`src/rtl/debounced_io_ctrl_pkg.sv`:
```
// Shared types for the front-panel controller: RGB LED drive, colour sequence
// states and the colour-to-pin mapping.
package debounced_io_ctrl_pkg;

  typedef struct packed {
    logic r;
    logic g;
    logic b;
  } rgb_led_t;

  typedef enum logic [2:0] {
    OFF   = 3'd0,
    RED   = 3'd1,
    GREEN = 3'd2,
    BLUE  = 3'd3,
    WHITE = 3'd4
  } colour_t;

  function automatic rgb_led_t colour_to_rgb(input colour_t c);
    rgb_led_t rgb;
    case (c)
      OFF:     rgb = rgb_led_t'(3'b000);
      RED:     rgb = rgb_led_t'(3'b100);
      GREEN:   rgb = rgb_led_t'(3'b010);
      BLUE:    rgb = rgb_led_t'(3'b001);
      WHITE:   rgb = rgb_led_t'(3'b111);
      default: rgb = rgb_led_t'(3'b000);
    endcase
    return rgb;
  endfunction

endpackage

```
`src/rtl/debounced_io_ctrl_debouncer.sv`:
```
// Per-button 2-flop synchroniser and debouncer: a level change is accepted only
// after DEBOUNCE_CYCLES consecutive cycles of disagreement with the stable level.
module debouncer
  import debounced_io_ctrl_pkg::*;
#(
  parameter int unsigned DEBOUNCE_CYCLES = 1_000_000
) (
  input  logic clk_i,
  input  logic rstn_i,
  input  logic raw_i,
  output logic level_o,
  output logic press_o
);

  localparam int unsigned CW = $clog2(DEBOUNCE_CYCLES);
  localparam logic [CW-1:0] CNT_LAST = CW'(DEBOUNCE_CYCLES - 1);

  logic          sync1_q, sync2_q;
  logic          stable_q, stable_dly_q;
  logic          stable_d;
  logic [CW-1:0] cnt_q, cnt_d;

  // Any sample agreeing with the stable level restarts the count.
  always_comb begin
    stable_d = stable_q;
    cnt_d    = cnt_q;
    if (sync2_q == stable_q) begin
      cnt_d = '0;
    end else if (cnt_q == CNT_LAST) begin
      stable_d = ~stable_q;
      cnt_d    = '0;
    end else begin
      cnt_d = cnt_q + CW'(1);
    end
  end

  // Synchroniser, debounce state and one-cycle-delayed level for edge detect.
  always_ff @(posedge clk_i or negedge rstn_i) begin
    if (!rstn_i) begin
      sync1_q      <= 1'b0;
      sync2_q      <= 1'b0;
      stable_q     <= 1'b0;
      stable_dly_q <= 1'b0;
      cnt_q        <= '0;
    end else begin
      sync1_q      <= raw_i;
      sync2_q      <= sync1_q;
      stable_q     <= stable_d;
      stable_dly_q <= stable_q;
      cnt_q        <= cnt_d;
    end
  end

  assign level_o = stable_q;
  assign press_o = stable_q & ~stable_dly_q;

endmodule

```
`src/rtl/debounced_io_ctrl.sv`:
```
// Front-panel controller: debounced buttons, momentary/toggle green LEDs and
// press-stepped RGB colour sequence dimmed by a shared PWM counter.
module debounced_io_ctrl
  import debounced_io_ctrl_pkg::*;
#(
  parameter int unsigned       NUM_CH          = 4,
  parameter int unsigned       DEBOUNCE_CYCLES = 1_000_000,
  parameter int unsigned       PWM_BITS        = 8,
  parameter logic [PWM_BITS:0] DUTY            = (PWM_BITS+1)'(32)
) (
  input  logic              clk_i,
  input  logic              rstn_i,
  input  logic [NUM_CH-1:0] buttons,
  input  logic [NUM_CH-1:0] switches,
  output logic [NUM_CH-1:0] green_leds,
  output rgb_led_t          rgb_leds [NUM_CH],
  output logic [NUM_CH-1:0] press_o
);

  logic [NUM_CH-1:0]   level_s, press_s;
  logic [NUM_CH-1:0]   sw_sync1_q, sw_sync2_q;
  logic [NUM_CH-1:0]   tog_q;
  colour_t             colour_q [NUM_CH];
  logic [PWM_BITS-1:0] pwm_cnt_q;
  logic                on_s;

  for (genvar g = 0; g < NUM_CH; g++) begin : g_ch
    debouncer #(
      .DEBOUNCE_CYCLES(DEBOUNCE_CYCLES)
    ) u_debouncer (
      .clk_i  (clk_i),
      .rstn_i (rstn_i),
      .raw_i  (buttons[g]),
      .level_o(level_s[g]),
      .press_o(press_s[g])
    );
  end

  // Switch synchronisers, toggle state and free-running PWM counter.
  always_ff @(posedge clk_i or negedge rstn_i) begin
    if (!rstn_i) begin
      sw_sync1_q <= '0;
      sw_sync2_q <= '0;
      tog_q      <= '0;
      pwm_cnt_q  <= '0;
    end else begin
      sw_sync1_q <= switches;
      sw_sync2_q <= sw_sync1_q;
      tog_q      <= tog_q ^ press_s;
      pwm_cnt_q  <= pwm_cnt_q + PWM_BITS'(1);
    end
  end

  // Colour sequencer: one step per accepted press, each channel independent.
  always_ff @(posedge clk_i or negedge rstn_i) begin
    if (!rstn_i) begin
      for (int i = 0; i < NUM_CH; i++) colour_q[i] <= OFF;
    end else begin
      for (int i = 0; i < NUM_CH; i++) begin
        if (press_s[i]) begin
          case (colour_q[i])
            OFF:     colour_q[i] <= RED;
            RED:     colour_q[i] <= GREEN;
            GREEN:   colour_q[i] <= BLUE;
            BLUE:    colour_q[i] <= WHITE;
            WHITE:   colour_q[i] <= OFF;
            default: colour_q[i] <= OFF;
          endcase
        end
      end
    end
  end

  // Widening the counter makes DUTY >= 2^PWM_BITS mean always lit.
  assign on_s = ({1'b0, pwm_cnt_q} < DUTY);

  // RGB drive: colour pins gated by the shared PWM on-time.
  always_comb begin
    for (int i = 0; i < NUM_CH; i++) begin
      if (on_s) begin
        rgb_leds[i] = colour_to_rgb(colour_q[i]);
      end else begin
        rgb_leds[i] = rgb_led_t'(3'b000);
      end
    end
  end

  assign green_leds = (sw_sync2_q & tog_q) | (~sw_sync2_q & level_s);
  assign press_o    = press_s;

endmodule

```
`config.mk`:
```
export PLATFORM = sky130hd
export DESIGN_NAME = debounced_io_ctrl
export DESIGN_NICKNAME = d
export VERILOG_FILES = /design/src/rtl/debounced_io_ctrl_pkg.sv /design/src/rtl/debounced_io_ctrl_debouncer.sv /design/src/rtl/debounced_io_ctrl.sv
export SDC_FILE = /design/constraint.sdc
export NUM_CORES = 1
export LEC_CHECK = 0
export CORE_MARGIN = 2
export CORE_UTILIZATION = 66
export DETAILED_ROUTE_END_ITERATION = 16
export DONT_BUFFER_PORTS = 1
export GPL_TIMING_DRIVEN = 0
export PLACE_DENSITY = 0.8
export SKIP_CTS_REPAIR_TIMING = 1
export SLEW_MARGIN = 20
export SYNTH_ARGS = -nofsm -noshare
export SYNTH_HDL_FRONTEND = slang
export SYNTH_HIERARCHICAL = 1
export SYNTH_SLANG_ARGS = --single-unit
```
`constraint.sdc`:
```
create_clock -name clk_i -period 2.65 [get_ports clk_i]
set_clock_uncertainty 0.15 [all_clocks]
set_input_delay 0.53 -clock clk_i [delete_from_list [all_inputs] [get_ports clk_i]]
set_output_delay 0.53 -clock clk_i [all_outputs]
set_load 0.02 [all_outputs]
```
## After elaboration in Yosys (flattened, before gate mapping)

Index checks and enable logic that the tools add are counted.

| storage, ports and cells | value |
|---|---|
| logic and storage cells | 107 |
| register bits after elaboration | 128 |

| operators by class | value |
|---|---|
| muxes and demuxes | 20 |
| add/subtract/negate cells | 5 |
| eq/ne operators | 24 |
| bitwise logic cells | 21 |
| reductions and logical operators | 8 |
| magnitude comparators | 1 |

Operators by type and width:

| operator | count |
|---|---|
| 20-bit 2-to-1 mux | 8 |
| 3-bit one-hot mux with 4 select lines | 8 |
| 20-bit by 1-bit adder with 20-bit output (second input constant) | 4 |
| 20-bit == test (second input constant) | 4 |
| 3-bit by 2-bit == test with 1-bit output (second input constant) | 8 |
| 3-bit by 1-bit == test with 1-bit output (second input constant) | 4 |
| 3-bit == test (second input constant) | 4 |
| 3-bit zero test | 4 |
| 3-bit 2-to-1 mux | 4 |
| 1-bit NOT | 12 |
| 8-bit by 1-bit adder with 8-bit output (second input constant) | 1 |
| 4-bit AND | 2 |
| 8-bit by 6-bit less-than comparator with 1-bit output (second input constant) | 1 |
| 2-bit AND reduction | 4 |
| 1-bit AND | 4 |
| 1-bit == test | 4 |
| 4-bit NOT | 1 |
| 4-bit OR | 1 |
| 4-bit XOR | 1 |

## Longest topological paths before layout

Gate-level depths: netlist (run 1).

| depth | value |
|---|---|
| depth in word-level cells | 3 |
| depth in mapped cells | 6 |

## Hierarchy

The synthesis (run 1) kept the hierarchy.

By module, submodules not included:

| module | times used | seq. area each (µm²) | area each (µm²) | cells an instance |
|---|---|---|---|---|
| debouncer | 4 | 600.6 | 1146.1 | 110 |
| debounced_io_ctrl | 1 | 800.8 | 1440.1 | 128 |

## Worst setup path after synthesis (run 1)

OpenSTA, ideal clock, no wires.

| timing path | value |
|---|---|
| path type | register -> output |
| start | reg pwm_cnt_q[7] |
| end | out rgb_leds[11] in the netlist's numbering |
| path buffers | 0 |
| data arrival time | 1269 ps |
| required time | 1970 ps |
| stages on the path, launching flop included | 3 |
| path slack | 701 ps |
| path through | dfrtp_1 or3_4 nor3_1 |

RTL lines:

| element | RTL line | source |
|---|---|---|
| from (decl) | debounced_io_ctrl.sv:24 | `logic [PWM_BITS-1:0] pwm_cnt_q;` |
| from (signal assigned) | debounced_io_ctrl.sv:50 | `pwm_cnt_q <= pwm_cnt_q + PWM_BITS'(1);` |
| to (decl) | debounced_io_ctrl.sv:16 | `output rgb_led_t rgb_leds [NUM_CH],` |

==> results of run 1 <==
layer usage:
layer	up-vias	part of all wire (%)
met4	0	1.1
li1	2033	-
met3	13	4.1
met5	-	0
met1	2098	46
met2	81	49
power by group through the flow:
stage          clock (mW)  combinational [mW]  sequential, mW
6_report             2.42              0.0660            2.01
5_1_grt              2.54              0.0750            2.01
3_3_place_gp            0              0.0526            2.04
4_1_cts              2.45              0.0566            2.01
3_5_place_dp            0              0.0550            2.04
2_1_floorplan           0              0.0432            2.03
area by class of cell:
cell class              count  area, um2
clock inverters             9        155
plain buffers              11       57.6
inverters                  24       90.1
clock buffers              23        467
repair buffers              8       80.1
well taps                 108        135
multi-input cells         405       2690
fillers                   554       1930
flip-flops and latches    128       3200
layout by cell type (no fill, tap or decap), drive strengths merged, types with 5 or more instances in the layout:
| cell type | count |
|---|---|
| dfrtp | 128 |
| nor2 | 78 |
| xnor2 | 57 |
| nand3 | 35 |
| nand2 | 31 |
| nor3 | 28 |
| clkbuf | 26 |
| xor2 | 25 |
| inv | 24 |
| o21ai | 20 |
| nor4 | 20 |
| nand4 | 20 |
| mux2i | 12 |
| or3 | 12 |
| a21oi | 12 |
| mux2 | 8 |
| nor4b | 8 |
| and4 | 8 |
| dlygate4sd3 | 8 |
| buf | 8 |
| and3 | 6 |
| ha | 5 |
worst register-to-register path, delay by kind of cell (launching register included):
family                     cells  cell delay [ps]
and+or+nand+nor                3              540
DFF                            1              420
AOI/OAI and AO/OA              1              410
buffers and inverters          1              300
adders and majority gates      1              250
through the flow:
stage          hold slack [ps]  total power [mW]  utilization (%)  setup slack [ps]  instances
2_1_floorplan             84.4              2.08                -               701        568
3_3_place_gp              88.1              2.09             69.9               593        676
3_5_place_dp              87.7              2.10             69.9               555        676
4_1_cts                   -450              4.51             77.0              42.0        708
5_1_grt                   -468              4.63             78.1              3.34        716
6_report                  -446              4.49             78.1              80.9        716
final timing paths:
check                                              from                       endpoint  slack (ps)  cells after the start
setup / recovery                           pwm_cnt_q[6]                   rgb_leds[11]          80                      2
hold / removal                                   rstn_i  g_ch[0].u_debouncer/cnt_q[19]        -450                      0
setup reg to reg           g_ch[0].u_debouncer/cnt_q[0]  g_ch[0].u_debouncer/cnt_q[16]         480                      6
hold reg to reg                           sw_sync1_q[1]                  sw_sync2_q[1]         200                      0
max in group asynchronous                        rstn_i  g_ch[1].u_debouncer/cnt_q[13]        2620                      0
min in group clk_i                        sw_sync1_q[1]                  sw_sync2_q[1]         200                      0
flip-flops by register name, indices dropped and copies added, names as in the netlist:
register and flops:
g_ch.u_debouncer/stable_dly_q 4, colour_q 12, g_ch.u_debouncer/cnt_q 80, tog_q 4, sw_sync1_q 4, sw_sync2_q 4
pwm_cnt_q 8, g_ch.u_debouncer/level_o 4, g_ch.u_debouncer/sync2_q 4, g_ch.u_debouncer/sync1_q 4
cell families (layout without fill, tap and decap cells):
| logic type | after synthesis | count (layout) | synth area share (%) |
|---|---|---|---|
| mux | 20 | 20 | 3.49 |
| flops | 128 | 128 | 53.2 |
| xor+xnor | 82 | 82 | 11.9 |
| fa+ha+maj | 5 | 5 | 1.04 |
| simple gates | 262 | 262 | 24.6 |
| buf+inv | 35 | 75 | 2.45 |
| compound gates | 36 | 36 | 3.36 |
==> out/results.tsv, run 1 <==
stage	metric	value	unit
synth	Post-synth top flop	dfrtp_1	
floorplan	Die Wd	99.5	um
route	total routed wirelength	11000	um
cts	CTS root buffer	clkbuf_8	
power	PwrDens	653	nW/um2
synth	Post-synth top cells	128 x dfrtp_1, 78 x nor2_1, 57 x xnor2_1, 35 x nand3_1, 31 x nand2_1	
synth	Mean Syn Cell Area	10.6	um2
grt	initial antenna violation count	0	
grt	met2 usage	38.4	%
floorplan	DIE AREA	9910	um2
synth	post-synthesis cell type count	35	
timing	final setup TNS	0	ps
power	peak supply drop	439	uV
grt	met1 Track Usage GR	34.3	%
critical_path	WP data required	1970	ps
cts	H-tree depth	4	
power	Sequential Power Share	44.7	%
timing	Worst slew margin	37.5	%
run_status	failing checks	hold timing	
critical_path	Max stage delay on crit path	570	ps
placement	hpwl dp	6890	um
synth	EDFF count, synth	0	
synth	#FFs+latches synth	128	
route	Remaining DRCs	0	
critical_path	WP buf/inv	0	
grt	gr usage total	24.4	%
floorplan	Core Box Area	8810	um2
cells_and_area	# nets final	610	
route	Antenna Nets Post-Route	0	
placement	Placer Congestion	0.821	
cells_and_area	final instance area	6870	um2
timing	count of final setup violators	0	
grt	vias in the first global route	4165	
power	switching power	874	uW
synth	most frequent cell after synthesis	dfrtp_1	
timing	Final period util	96.9	%
cts	clock sink count	128	
timing	hold slack	-446	ps
power	clock share of power	53.8	%
synth	post-synth top area share	53.2	%
cells_and_area	antenna cells	0	
cts	clock latency on the worst-skew pair	520	ps
route	drt via density	5.90	
grt	global route hottest layer	met2	
grt	first-pass GRT wire length	19300	um
grt	met3 Usage GRT	5.62	%
cts	Worst-path clk slew	60	ps
route	Wirelength per Cell	15.4	um
critical_path	kind of end point of the critical path	output pin	
grt	largest net degree at the start of global routing	129	
timing	Min Clock Period, post-route	2570	ps
placement	placed cell areas	6160	um2
power	P_leak	2.83	nW
synth	synth top area cells	dfrtp_1 53%, xnor2_1 8.3%, nor2_1 4.9%	
critical_path	Worst Setup Start Kind	register	
critical_path	slowest library cell on the worst path	nor3_1	
floorplan	initial core utilization	68.4	%
cells_and_area	synth-to-layout area growth	14.1	%
timing	RSZ-0062 raised after global routing	no	
critical_path	Max FO, Critical Path	3	
synth	Cells after Synth	568	
synth	Synth area leader	dfrtp_1	
synth	register area share after synthesis	53.2	%
critical_path	CP arrival	1890	ps
timing	FMAX	0.389	GHz
floorplan	height of the die	99.5	um
job	MaxCap Viol Count	0	
cells_and_area	share of layout cells above drive strength 1	11.7	%
critical_path	CP delay by family, top	simple AND/OR/NAND/NOR gates	
floorplan	Core Rows	34	
power	Comb pwr share	1.5	%
route	Via Count	4225	
grt	total gr overflow	0	
synth	Synth Cell Area	6020	um2
floorplan	# IOs	30	
synth	asr flop ratio synth	100	%
critical_path	worst setup path class	reg -> out	
synth	Post-Syn Nets	583	
power	Sw Share	19.5	%
power	Pint	3.61	mW
synth	Synth Warn #	6	
timing	Worst-Margin Slew	936	ps
critical_path	worst-path cell chain	or3_4 > nor3_1	
cts	CTS tree	built	
cts	CTS buffer count	17	
cts	clock buffer depth	2	
run_status	status	complete, but fails checks	
route	drt pass-1 iters	5	
min_path	worst min-delay path category	in -> async	
route	initial drt markers	154	
timing	Hold Vio Cnt, Final	128	
timing	pins over their slew limit	0	
placement	number of I/O port buffers	0	
(Power assumes the default switching activity.)
==> run 2, diff against run 1 <==
BUFFER_PORTS_ARGS = -buffer_cell sky130_fd_sc_hd__buf_4   (was not set)
DONT_BUFFER_PORTS = not set   (was 1)
PLACE_DENSITY = 0.83   (was 0.8)
==> run 2 against run 1 <==
  * The run now ends clean
  * Worst hold slack improved by 640 ps
  * Worst setup slack improved by 110 ps
  * Sequential power about the same
  * Cell area increased by 3.5%
  * Sequential share of layout area decreased by 1.6 points
  * Power increased by 0.28%
  * Critical endpoint is now rgb_leds[3]
  * Highest routed layer unchanged
==> out/results.tsv, run 2 (synthesized netlist as in run 1, its figures left out) <==
stage	metric	value	unit
grt	gr usage total	25.4	%
grt	global route hottest layer	met2	
cts	Worst-path clk slew	60	ps
route	drt pass-1 iters	4	
floorplan	Core Rows	34	
critical_path	CP delay by family, top	simple AND/OR/NAND/NOR gates	
critical_path	kind of end point of the critical path	output pin	
cts	clock latency on the worst-skew pair	500	ps
placement	number of I/O port buffers	29	
timing	count of final setup violators	0	
grt	vias in the first global route	4343	
grt	met2 usage	42.7	%
timing	final setup TNS	0	ps
critical_path	Max stage delay on crit path	410	ps
cells_and_area	max reg flops	80	
cells_and_area	commonest non-fill, non-tap cell in the layout	dfrtp_1	
power	Sw Share	20.5	%
timing	FMAX	0.407	GHz
grt	met1 Track Usage GR	32.8	%
power	clock share of power	52.8	%
min_path	worst min-delay path category	reg -> reg	
critical_path	Worst Setup Start Kind	register	
floorplan	# IOs	30	
floorplan	Core Box Area	8810	um2
cells_and_area	share of layout cells above drive strength 1	15.6	%
cells_and_area	most frequent cells in the layout	128 x dfrtp_1, 78 x nor2_1, 57 x xnor2_1	
critical_path	worst setup path class	reg -> out	
placement	Placer Congestion	0.798	
route	Wirelength per Cell	15.8	um
cts	clock buffer depth	2	
power	peak supply drop	491	uV
cells_and_area	# nets final	641	
power	PwrDens	633	nW/um2
timing	Worst-Margin Slew	666	ps
cells_and_area	Biggest register	g_ch.u_debouncer/cnt_q	
critical_path	WP buf/inv	2	
job	MaxCap Viol Count	0	
critical_path	Max FO, Critical Path	10	
grt	first-pass GRT wire length	20000	um
critical_path	CP arrival	1780	ps
cells_and_area	Largest regs	g_ch.u_debouncer/cnt_q: 80 flops, colour_q: 12 flops, pwm_cnt_q: 8 flops	
cells_and_area	antenna cells	0	
power	switching power	920	uW
cells_and_area	# fillers	538	
timing	RSZ-0062 raised after global routing	no	
cts	CTS buffer count	17	
power	Comb pwr share	2.6	%
route	Via Count	4345	
timing	pins over their slew limit	0	
power	Pint	3.58	mW
timing	Final period util	92.8	%
cts	clock sink count	128	
cts	CTS tree	built	
critical_path	WP data required	1970	ps
route	Remaining DRCs	0	
grt	largest net degree at the start of global routing	86	
grt	total gr overflow	0	
cells_and_area	synth-to-layout area growth	18.1	%
route	total routed wirelength	11800	um
critical_path	worst-path cell chain	or3_4 > buf_6 > a21oi_1 > buf_4	
cts	H-tree depth	4	
timing	Worst slew margin	55.2	%
grt	met3 Usage GRT	6.39	%
run_status	status	finished clean	
placement	Setup WS pre-CTS	567	ps
timing	hold slack	196	ps
placement	hpwl dp	7350	um
route	Antenna Nets Post-Route	0	
timing	Hold Vio Cnt, Final	0	
floorplan	DIE AREA	9910	um2
grt	initial antenna violation count	0	
floorplan	Die Wd	99.5	um
timing	Min Clock Period, post-route	2460	ps
floorplan	height of the die	99.5	um
floorplan	initial core utilization	68.4	%
power	P_leak	3.00	nW
cts	CTS root buffer	clkbuf_8	
power	Sequential Power Share	44.6	%
route	drt via density	5.82	
route	initial drt markers	188	
critical_path	slowest library cell on the worst path	or3_4	
timing	Final WS setup	190	ps
[run 2: cell count changes in the layout (fill, tap and decap cells not counted), sizes merged]
cell         previous run  this run
buf                     8        38
dlygate4sd3             8         9
bufinv                  4         3
clkinvlp                1         2
[run 2: metal layers]
layer  vias to the layer above  part of all wire (%)
met3                        16                   2.9
met5                         -                     0
met2                        78                    51
met1                      2161                    45
li1                       2090                     -
met4                         0                   1.2
[run 2: worst register-to-register path: stages, from the launching register on]
cell and delay (ps):
dfrtp_1 460, nor4b_1 470, nand4_1 240, o21ai_2 420, buf_2 310, nor2_1 90
[run 2: cell type report]
cell class / count / area (um2) / area share (%)
Inverter: 24 / 90.1 / 1.27
Buffer: 11 / 57.6 / 0.809
Clock buffer: 23 / 487 / 6.84
Clock inverter: 9 / 129 / 1.81
Timing Repair Buffer: 39 / 339 / 4.77
Sequential cell: 128 / 3200 / 45.0
Tap cell: 108 / 135 / 1.90
Multi-Input combinational cell: 405 / 2670 / 37.6
[run 2: path summary, 6_finish.rpt]
check	startpoint	endpoint	slack, ps	cells past startpoint
min in group asynchronous	rstn_i	g_ch[0].u_debouncer/level_o	370	2
max in group asynchronous	rstn_i	g_ch[2].u_debouncer/cnt_q[17]	1230	3
setup reg to reg	g_ch[3].u_debouncer/cnt_q[8]	g_ch[3].u_debouncer/cnt_q[10]	390	5
hold reg to reg	g_ch[3].u_debouncer/sync1_q	g_ch[3].u_debouncer/sync2_q	200	0
hold / removal	g_ch[3].u_debouncer/sync1_q	g_ch[3].u_debouncer/sync2_q	200	0
setup / recovery	pwm_cnt_q[7]	rgb_leds[3]	190	4
[run 2: per-stage QoR]
step                cell area, um2  std cells  util (%)  power [mW]
finish                        7110        747      80.8        4.50
global route                  7110        747      80.8        4.64
CTS                           7020        738      79.8        4.52
detailed placement            6410        706      72.8        2.15
global placement              6380        705      72.4        2.14
floorplan                     6020        568         -        2.08
[run 2: power groups by stage]
stage	clock [mW]	sequential, mW	combinational, mW
after CTS	2.40	2.01	0.111
after detailed placement	0	2.04	0.108
after floorplan	0	2.03	0.0432
final	2.38	2.01	0.119
after global placement	0	2.04	0.0986
after global routing	2.49	2.01	0.137
